### src/rtl/sync_fifo_param.sv
// Parametrised single-clock show-ahead FIFO with occupancy count, almost flags and optional sticky errors (SYNC_FIFO_ERR_EN).
// Latency: a word written at edge N is visible on read_data right after edge N; reads pop with zero latency.
// Backpressure: writes are dropped while full and reads ignored while empty; no state changes on a rejected request.
module sync_fifo_param #(
    parameter int DATA_W   = 8,
    parameter int DEPTH    = 8,
    parameter int AF_LEVEL = 6,
    parameter int AE_LEVEL = 2
) (
    input  logic                       clk,
    input  logic                       reset,
    input  logic                       write_en,
    input  logic [DATA_W-1:0]          write_data,
    output logic                       full,
    output logic                       almost_full,
    input  logic                       read_en,
    output logic [DATA_W-1:0]          read_data,
    output logic                       empty,
    output logic                       almost_empty,
    output logic [$clog2(DEPTH):0]     count,
    output logic                       overflow,
    output logic                       underflow
);

    localparam int AW = $clog2(DEPTH);

    typedef logic [AW:0] ptr_t;

    localparam ptr_t PTR_ONE = ptr_t'(1);
    localparam ptr_t AF_THR  = ptr_t'(AF_LEVEL);
    localparam ptr_t AE_THR  = ptr_t'(AE_LEVEL);

    logic [DATA_W-1:0] mem [DEPTH];
    ptr_t              wr_ptr;
    ptr_t              rd_ptr;
    logic              wr_acc;
    logic              rd_acc;

    // MSB of each pointer is the wrap phase; equal indices with differing phase means full.
    assign empty  = (wr_ptr == rd_ptr);
    assign full   = (wr_ptr[AW-1:0] == rd_ptr[AW-1:0]) && (wr_ptr[AW] != rd_ptr[AW]);
    assign wr_acc = write_en && !full;
    assign rd_acc = read_en && !empty;

    always_ff @(posedge clk) begin
        if (reset) begin
            wr_ptr <= '0;
            rd_ptr <= '0;
            count  <= '0;
        end else begin
            if (wr_acc) begin
                wr_ptr <= wr_ptr + PTR_ONE;
            end
            if (rd_acc) begin
                rd_ptr <= rd_ptr + PTR_ONE;
            end
            case ({wr_acc, rd_acc})
                2'b10:   count <= count + PTR_ONE;
                2'b01:   count <= count - PTR_ONE;
                default: count <= count;
            endcase
        end
    end

    // Storage is deliberately left out of reset; only the pointers define validity.
    always_ff @(posedge clk) begin
        if (!reset && wr_acc) begin
            mem[wr_ptr[AW-1:0]] <= write_data;
        end
    end

    assign read_data    = mem[rd_ptr[AW-1:0]];
    assign almost_full  = (count >= AF_THR);
    assign almost_empty = (count <= AE_THR);

`ifdef SYNC_FIFO_ERR_EN
    always_ff @(posedge clk) begin
        if (reset) begin
            overflow  <= 1'b0;
            underflow <= 1'b0;
        end else begin
            if (write_en && full) begin
                overflow <= 1'b1;
            end
            if (read_en && empty) begin
                underflow <= 1'b1;
            end
        end
    end
`else
    assign overflow  = 1'b0;
    assign underflow = 1'b0;
`endif

endmodule

### config.mk
export PLATFORM = sky130hd
export DESIGN_NAME = sync_fifo_param
export DESIGN_NICKNAME = d
export VERILOG_FILES = /design/src/rtl/sync_fifo_param.sv
export SDC_FILE = /design/constraint.sdc
export NUM_CORES = 1
export LEC_CHECK = 0
export BUFFER_PORTS_ARGS = -buffer_cell sky130_fd_sc_hd__buf_2
export CAP_MARGIN = 10
export CORE_MARGIN = 2
export CORE_UTILIZATION = 45
export CTS_CLUSTER_DIAMETER = 40
export DETAILED_ROUTE_END_ITERATION = 12
export PLACE_DENSITY_LB_ADDON = 0.05
export SYNTH_ARGS = -nofsm -noshare
export SYNTH_HDL_FRONTEND = slang
export SYNTH_SLANG_ARGS = --single-unit
### constraint.sdc
create_clock -name clk -period 3.3 [get_ports clk]
set_input_delay 0.495 -clock clk [delete_from_list [all_inputs] [get_ports clk]]
set_output_delay 0.495 -clock clk [all_outputs]
set_load 0.02 [all_outputs]
==> results by group, run 1 <==
Power and ir drop
  • Reg power frac: 0.486
  • Max rail drop VDD: 0.290 mV
  • Leakage power: ~1.3 nW
  • Comb power frac: 0.184
  • Clock power frac: 0.330
  • Power density cells: around 630 nW/µm²
  • Sw Share: 0.270
  • Sw power: 0.000644 W
  • P_int: around 0.0017 W

Finish
  • Synth-to-layout area growth: 15.0%
  • Final net count: 252
  • Antenna fix cells: 0
  • Share of cells above drive strength 1: 0.343
  • Commonest non-fill, non-tap cell in the layout: edfxtp_1
  • Most frequent cells in the layout: edfxtp_1 (64), buf_2 (27), mux4_2 (16)

Synth
  • Synthesis-stage register bit count: 79
  • Mux contribution to synthesized area: 0.143
  • Mapped cell area: around 3300 µm²
  • Synth Warn #: 0
  • Sequential share of the synthesized area: 0.674
  • Simple-Gate Fraction of Synth Area: 0.0649
  • Synth Area in Compound Gates: 0.0376
  • Synth unique cells: 38
  • Largest family of logic cells by synthesized area: multiplexers
  • Xor and xnor area share after synthesis: 0.0262
  • Synth Instances: 199
  • Synth Area in Adders: 0.0250
  • Avg Cell Area, Syn: 16.6 µm²

Critical path
  • Worst EP required: 3580 ps
  • Setup crit start: wr_ptr[0]
  • Critical-path maximum fanout: 9
  • WS Path Type: register to register
  • FF-to-FF Start: wr_ptr[0]
  • Critical Path End Type: register
  • Worst setup SP type: register
  • Worst Path Arrival: between 3000 and 4000 ps

Placed design
  • DP HPWL: 3830 µm
  • PortBufs: 27
  • Placer congestion estimate: 0.793
  • Place WS: around 380 ps

Global routing
  • Total grt overflow: 0
  • Vias in the first global route: 1,862
  • Initial antenna violation count: 0
  • GRT Util Overall: 0.164
  • Largest net degree at the start of global routing: 18
  • First-pass GRT wire length: a little over 9000 µm

Job
  • Max_cap viols: 0

Drt
  • Vias per inst: 5.20
  • Drt first-iter violations: 96
  • Vias: 1,759
  • WL final: 5890 µm
  • Pre-antenna DRT Iters: 4
  • Final ANT Viol Nets: 0
  • WL/cell: 17.4 µm
  • Drt drc: 0

Clocking
  • H-tree depth: 3
  • Num CTS Buffers: 9
  • Post-CTS resize count: 0
  • Clock Tree Buf Depth: 2
  • Root buffer cell: clkbuf_8
  • CTS tree: yes
  • Setup bufs post-CTS: 0
  • Clock Latency Late Sink: 350 ps
  • Post-CTS Hold Buffers: 0
  • Clock sink total: 79
  • Clock-pin slew on the worst setup and hold paths: 80 ps

STA
  • Final Cycle Share: 0.888
  • Final slew viol count: 0
  • Setup-failing EPs final: 0
  • Unrepaired setup endpoints after global routing: false
  • Slew Limit Headroom: 0.493
  • TNS Setup: 0 ps
  • Final hold vios: 0
  • Worst hold margin: slightly above 400 ps
  • Final Skew: 6.89 ps
  • Final min period: approximately 3000 ps
  • Worst slew pin tran: 760 ps
  • Max Clock Freq: approximately 340 MHz
  • Final WS setup: between 300 and 400 ps

Die
  • Floorplan die height: 89.6 µm
  • Die width: 89.6 µm
  • Core Rows: 31
  • Die Area: 8030 µm²
  • Core area: approximately 7200 µm²
  • # IOs: 30
  • Initial core utilization: 0.460

Hold path
  • Hold Startpoint: write_data[1]
  • Min-delay worst type: input pin to register

Run status
  • Status: finished, final reports clean
## routing by layer
metal,vias to the layer above,global-route usage,wire (µm),share of wire
met2,33,0.287,3090,0.52
met1,889,0.189,2510,0.43
met3,10,0.0338,206,0.035
li1,827,-,-,-
met4,0,0.0841,95,0.016
met5,-,0,0,0
## worst paths after layout
kind / endpoint / slack (ps) / cells past startpoint
worst min-delay path: mem[2][1] / 400 / 1
worst max-delay path: count[3] / 370 / 9
worst max register to register: count[3] / 370 / 9
worst min register to register: count[3] / 530 / 2
## layout make-up
cell class	count	area [µm²]
Multi-Input combinational cell	101	997
Sequential cell	79	2220
Tap cell	99	124
Fill cell	600	3380
Timing Repair Buffer	36	203
Clock inverter	6	92.6
Clock buffer	10	128
Inverter	7	26.3
## metrics by stage
stage / util / total power (W) / cells / cell area (µm²)
3_3_place_gp: 0.498 / 0.00162 / 322 / 3570
6_report: 0.529 / 0.00239 / 338 / 3790
2_1_floorplan: - / 0.00152 / 200 / 3300
3_5_place_dp: 0.498 / 0.00163 / 322 / 3570
4_1_cts: 0.529 / 0.00241 / 338 / 3790
5_1_grt: 0.529 / 0.00250 / 338 / 3790
## logic make-up after synthesis
logic type               Yosys count
multiplexers                      26
XOR/XNOR                           9
other                              1
AO/OA/AOI/OAI                     16
buffers and inverters             20
adder cells (fa/ha/maj)            6
flip-flops                        79
AND/OR/NAND/NOR                   42
## state kept, by name (all words and copies together), names as in the netlist, named ones only
register,cells
rd_ptr,4
mem,64
count,4
wr_ptr,4
## power by group through the flow
stage          Clock, W  Sequential (W)  Combinational, W
6_report       0.000789         0.00116          0.000439
5_1_grt        0.000842         0.00117          0.000485
4_1_cts        0.000806         0.00116          0.000446
3_3_place_gp          0         0.00118          0.000437
3_5_place_dp          0         0.00118          0.000446
2_1_floorplan         0         0.00118          0.000337
## worst max-delay path, cell delays in order (launching register included)
cell and delay, ps:
dfxtp_1 560, xor2_2 170, o41ai_2 550, inv_1 100
ha_1 230, ha_1 330, a21oi_1 190, a21oi_1 110
or4_1 480, a21oi_1 150
## cell usage after synthesis
cell	n	share of area
nand2_1	7	0.0080
nand2b_1	1	0.0019
a21oi_1	7	0.011
nor2_2	1	0.0019
xor2_1	7	0.019
nor3_1	3	0.0046
and3_1	1	0.0019
xor2_2	1	0.0049
nor4b_1	2	0.0053
clkbuf_1	5	0.0057
nand4_1	2	0.0038
nand3_1	1	0.0015
dfxtp_1	15	0.091
buf_6	1	0.0034
mux2i_1	2	0.0061
buf_4	2	0.0046
or3b_2	1	0.0027
o21ai_0	2	0.0030
mux4_2	16	0.11
a31oi_1	2	0.0038
or4_1	1	0.0023
edfxtp_1	64	0.58
or3_1	5	0.0095
a211oi_1	1	0.0023
conb_1	1	0.0011
buf_2	4	0.0061
nor2_1	14	0.016
o31ai_1	1	0.0023
buf_1	1	0.0011
o41ai_2	1	0.0049
xnor2_1	1	0.0027
o41ai_4	1	0.0083
ha_1	5	0.019
nor4_1	3	0.0057
a21o_1	1	0.0023
mux2_2	8	0.027
inv_1	7	0.0080
fa_1	1	0.0061
Power figures use the tool's default switching activity.
==> run 2, diff against run 1 <==
--- a/config.mk
+++ b/config.mk
@@ -7,8 +7,10 @@
 export LEC_CHECK = 0
 export BUFFER_PORTS_ARGS = -buffer_cell sky130_fd_sc_hd__buf_2
 export CAP_MARGIN = 10
+export CELL_PAD_IN_SITES_DETAIL_PLACEMENT = 2
+export CELL_PAD_IN_SITES_GLOBAL_PLACEMENT = 2
 export CORE_MARGIN = 2
-export CORE_UTILIZATION = 45
+export CORE_UTILIZATION = 43
 export CTS_CLUSTER_DIAMETER = 40
 export DETAILED_ROUTE_END_ITERATION = 12
 export PLACE_DENSITY_LB_ADDON = 0.05
==> results by group, run 2 (synthesized netlist as in run 1, its figures left out) <==
Finish
  • Antenna fix cells: 0
  • Most frequent cells in the layout: edfxtp_1 (64), buf_2 (27), mux4_2 (16)
  • Synth-to-layout area growth: 13.7%
  • Final cell count without fillers: approximately 340
  • Share of cells above drive strength 1: 0.335
  • Max reg flops: 64
  • Commonest non-fill, non-tap cell in the layout: edfxtp_1
  • Final net count: 252
  • Fin area: 3750 µm²
  • Core Util, Final: 0.511

STA
  • Final Skew: between 7 and 8 ps
  • Setup-failing EPs final: 0
  • Final Cycle Share: 0.913
  • TNS Setup: 0 ps
  • Final slew viol count: 0
  • Max Clock Freq: between 300 and 400 MHz
  • Unrepaired setup endpoints after global routing: false
  • Slew Limit Headroom: 0.479
  • Worst slew pin tran: 781 ps
  • Final hold vios: 0
  • Final min period: 3010 ps

Clocking
  • Setup bufs post-CTS: 0
  • Clock Tree Buf Depth: 2
  • H-tree depth: 3
  • Post-CTS Hold Buffers: 0
  • Post-CTS resize count: 0
  • CTS tree: yes
  • Root buffer cell: clkbuf_8
  • Clock sink total: 79
  • Clock Latency Late Sink: 340 ps
  • Clock-pin slew on the worst setup and hold paths: around 80 ps
  • Num CTS Buffers: 9

Critical path
  • Worst Path Arrival: 3280 ps
  • Critical Path End Type: register
  • Worst setup SP type: register
  • Worst path most repeated cell: a21oi_1
  • Worst EP required: 3570 ps
  • Slowest cell delay on critical path: 620 ps
  • Crit-path cells: xor2_1 > o41ai_2 > inv_1 > ha_1 > ha_1 > a21oi_1 > a21oi_1 > or4_1 > a21oi_1
  • WS Path Type: register to register
  • Slowest cell on crit path: o41ai_2
  • Critical-path maximum fanout: 7

Global routing
  • Vias in the first global route: 2,042
  • First-pass GRT wire length: 11,700 µm
  • GRT Util Overall: 0.192
  • Largest net degree at the start of global routing: 18
  • Initial antenna violation count: 0
  • Total grt overflow: 0

Drt
  • WL final: 7360 µm
  • Drt drc: 0
  • Final ANT Viol Nets: 0
  • Vias: 1,827
  • WL/cell: 21.8 µm
  • Drt first-iter violations: 68
  • Pre-antenna DRT Iters: 4
  • Vias per inst: 5.41

Placed design
  • Placed cell count: 322
  • Cell Area, Placed: about 3600 µm²
  • DP HPWL: 5070 µm
  • PortBufs: 27
  • Placer congestion estimate: roughly 0.77

Die
  • Die Area: 8390 µm²
  • Floorplan die height: 91.6 µm
  • Die width: 91.6 µm
  • Core Rows: 31
  • Core area: 7330 µm²
  • Initial core utilization: 0.450
  • # IOs: 30

Power and ir drop
  • Comb power frac: 0.196
  • Max rail drop VDD: 0.301 mV
  • Sw Share: 0.282
  • Leakage power: 1.31 nW
  • Sw power: 0.000653 W
  • Reg power frac: 0.503
  • P_int: about 0.0017 W
  • Clock power frac: 0.301
  • Power density cells: 617 nW/µm²

Job
  • Max_cap viols: 0

Hold path
  • Min-delay worst type: input pin to register

Run status
  • Status: finished, final reports clean
## run 2: power groups by stage
stage          clock network [W]  logic, W  registers [W]
2_1_floorplan                  0  0.000337        0.00118
3_3_place_gp                   0  0.000437        0.00118
3_5_place_dp                   0  0.000463        0.00119
4_1_cts                 0.000714  0.000467        0.00117
5_1_grt                 0.000744  0.000499        0.00117
6_report                0.000696  0.000454        0.00116
## run 2: worst paths after layout
kind,start,end,slack [ps],depth (start not counted)
min,write_data[0],mem[2][0],430,1
max reg2reg,wr_ptr[1],count[3],290,9
max,wr_ptr[1],count[3],290,9
min reg2reg,count[3],count[3],560,2
## run 2: cell type report
type                       count  area [µm²]
tap                           99         124
inverter                       7        26.3
clock inverter                 6        61.3
timing repair buffer          36         203
sequential                    79        2220
multi-input combinational    101         985
clock buffer                  10         128
fill                         666        3580
## run 2: critical path: cells and delay by family, from the launching register on
family | cells | cell delay (ps)
compound gates | 4 | 1100
buf+inv | 1 | 110
simple gates | 1 | 470
fa+ha+maj | 2 | 590
xor+xnor | 1 | 200
flops | 1 | 480
## run 2: metrics by stage
| step | worst slack [ps] | power (W) | hold WS [ps] |
|---|---|---|---|
| after floorplan | 728 | 0.00152 | 497 |
| after global placement | 557 | 0.00162 | 506 |
| after detailed placement | 302 | 0.00165 | 523 |
| after CTS | 288 | 0.00235 | 415 |
| after global routing | 68.8 | 0.00242 | 427 |
| final | 286 | 0.00231 | 426 |
## run 2: metal layers
| layer | up-vias | track usage | share of wire |
|---|---|---|---|
| li1 | 831 | - | - |
| met1 | 948 | 0.226 | 0.40 |
| met2 | 38 | 0.349 | 0.55 |
| met3 | 10 | 0.0465 | 0.035 |
| met4 | 0 | 0.0505 | 0.017 |
| met5 | - | 0 | 0 |
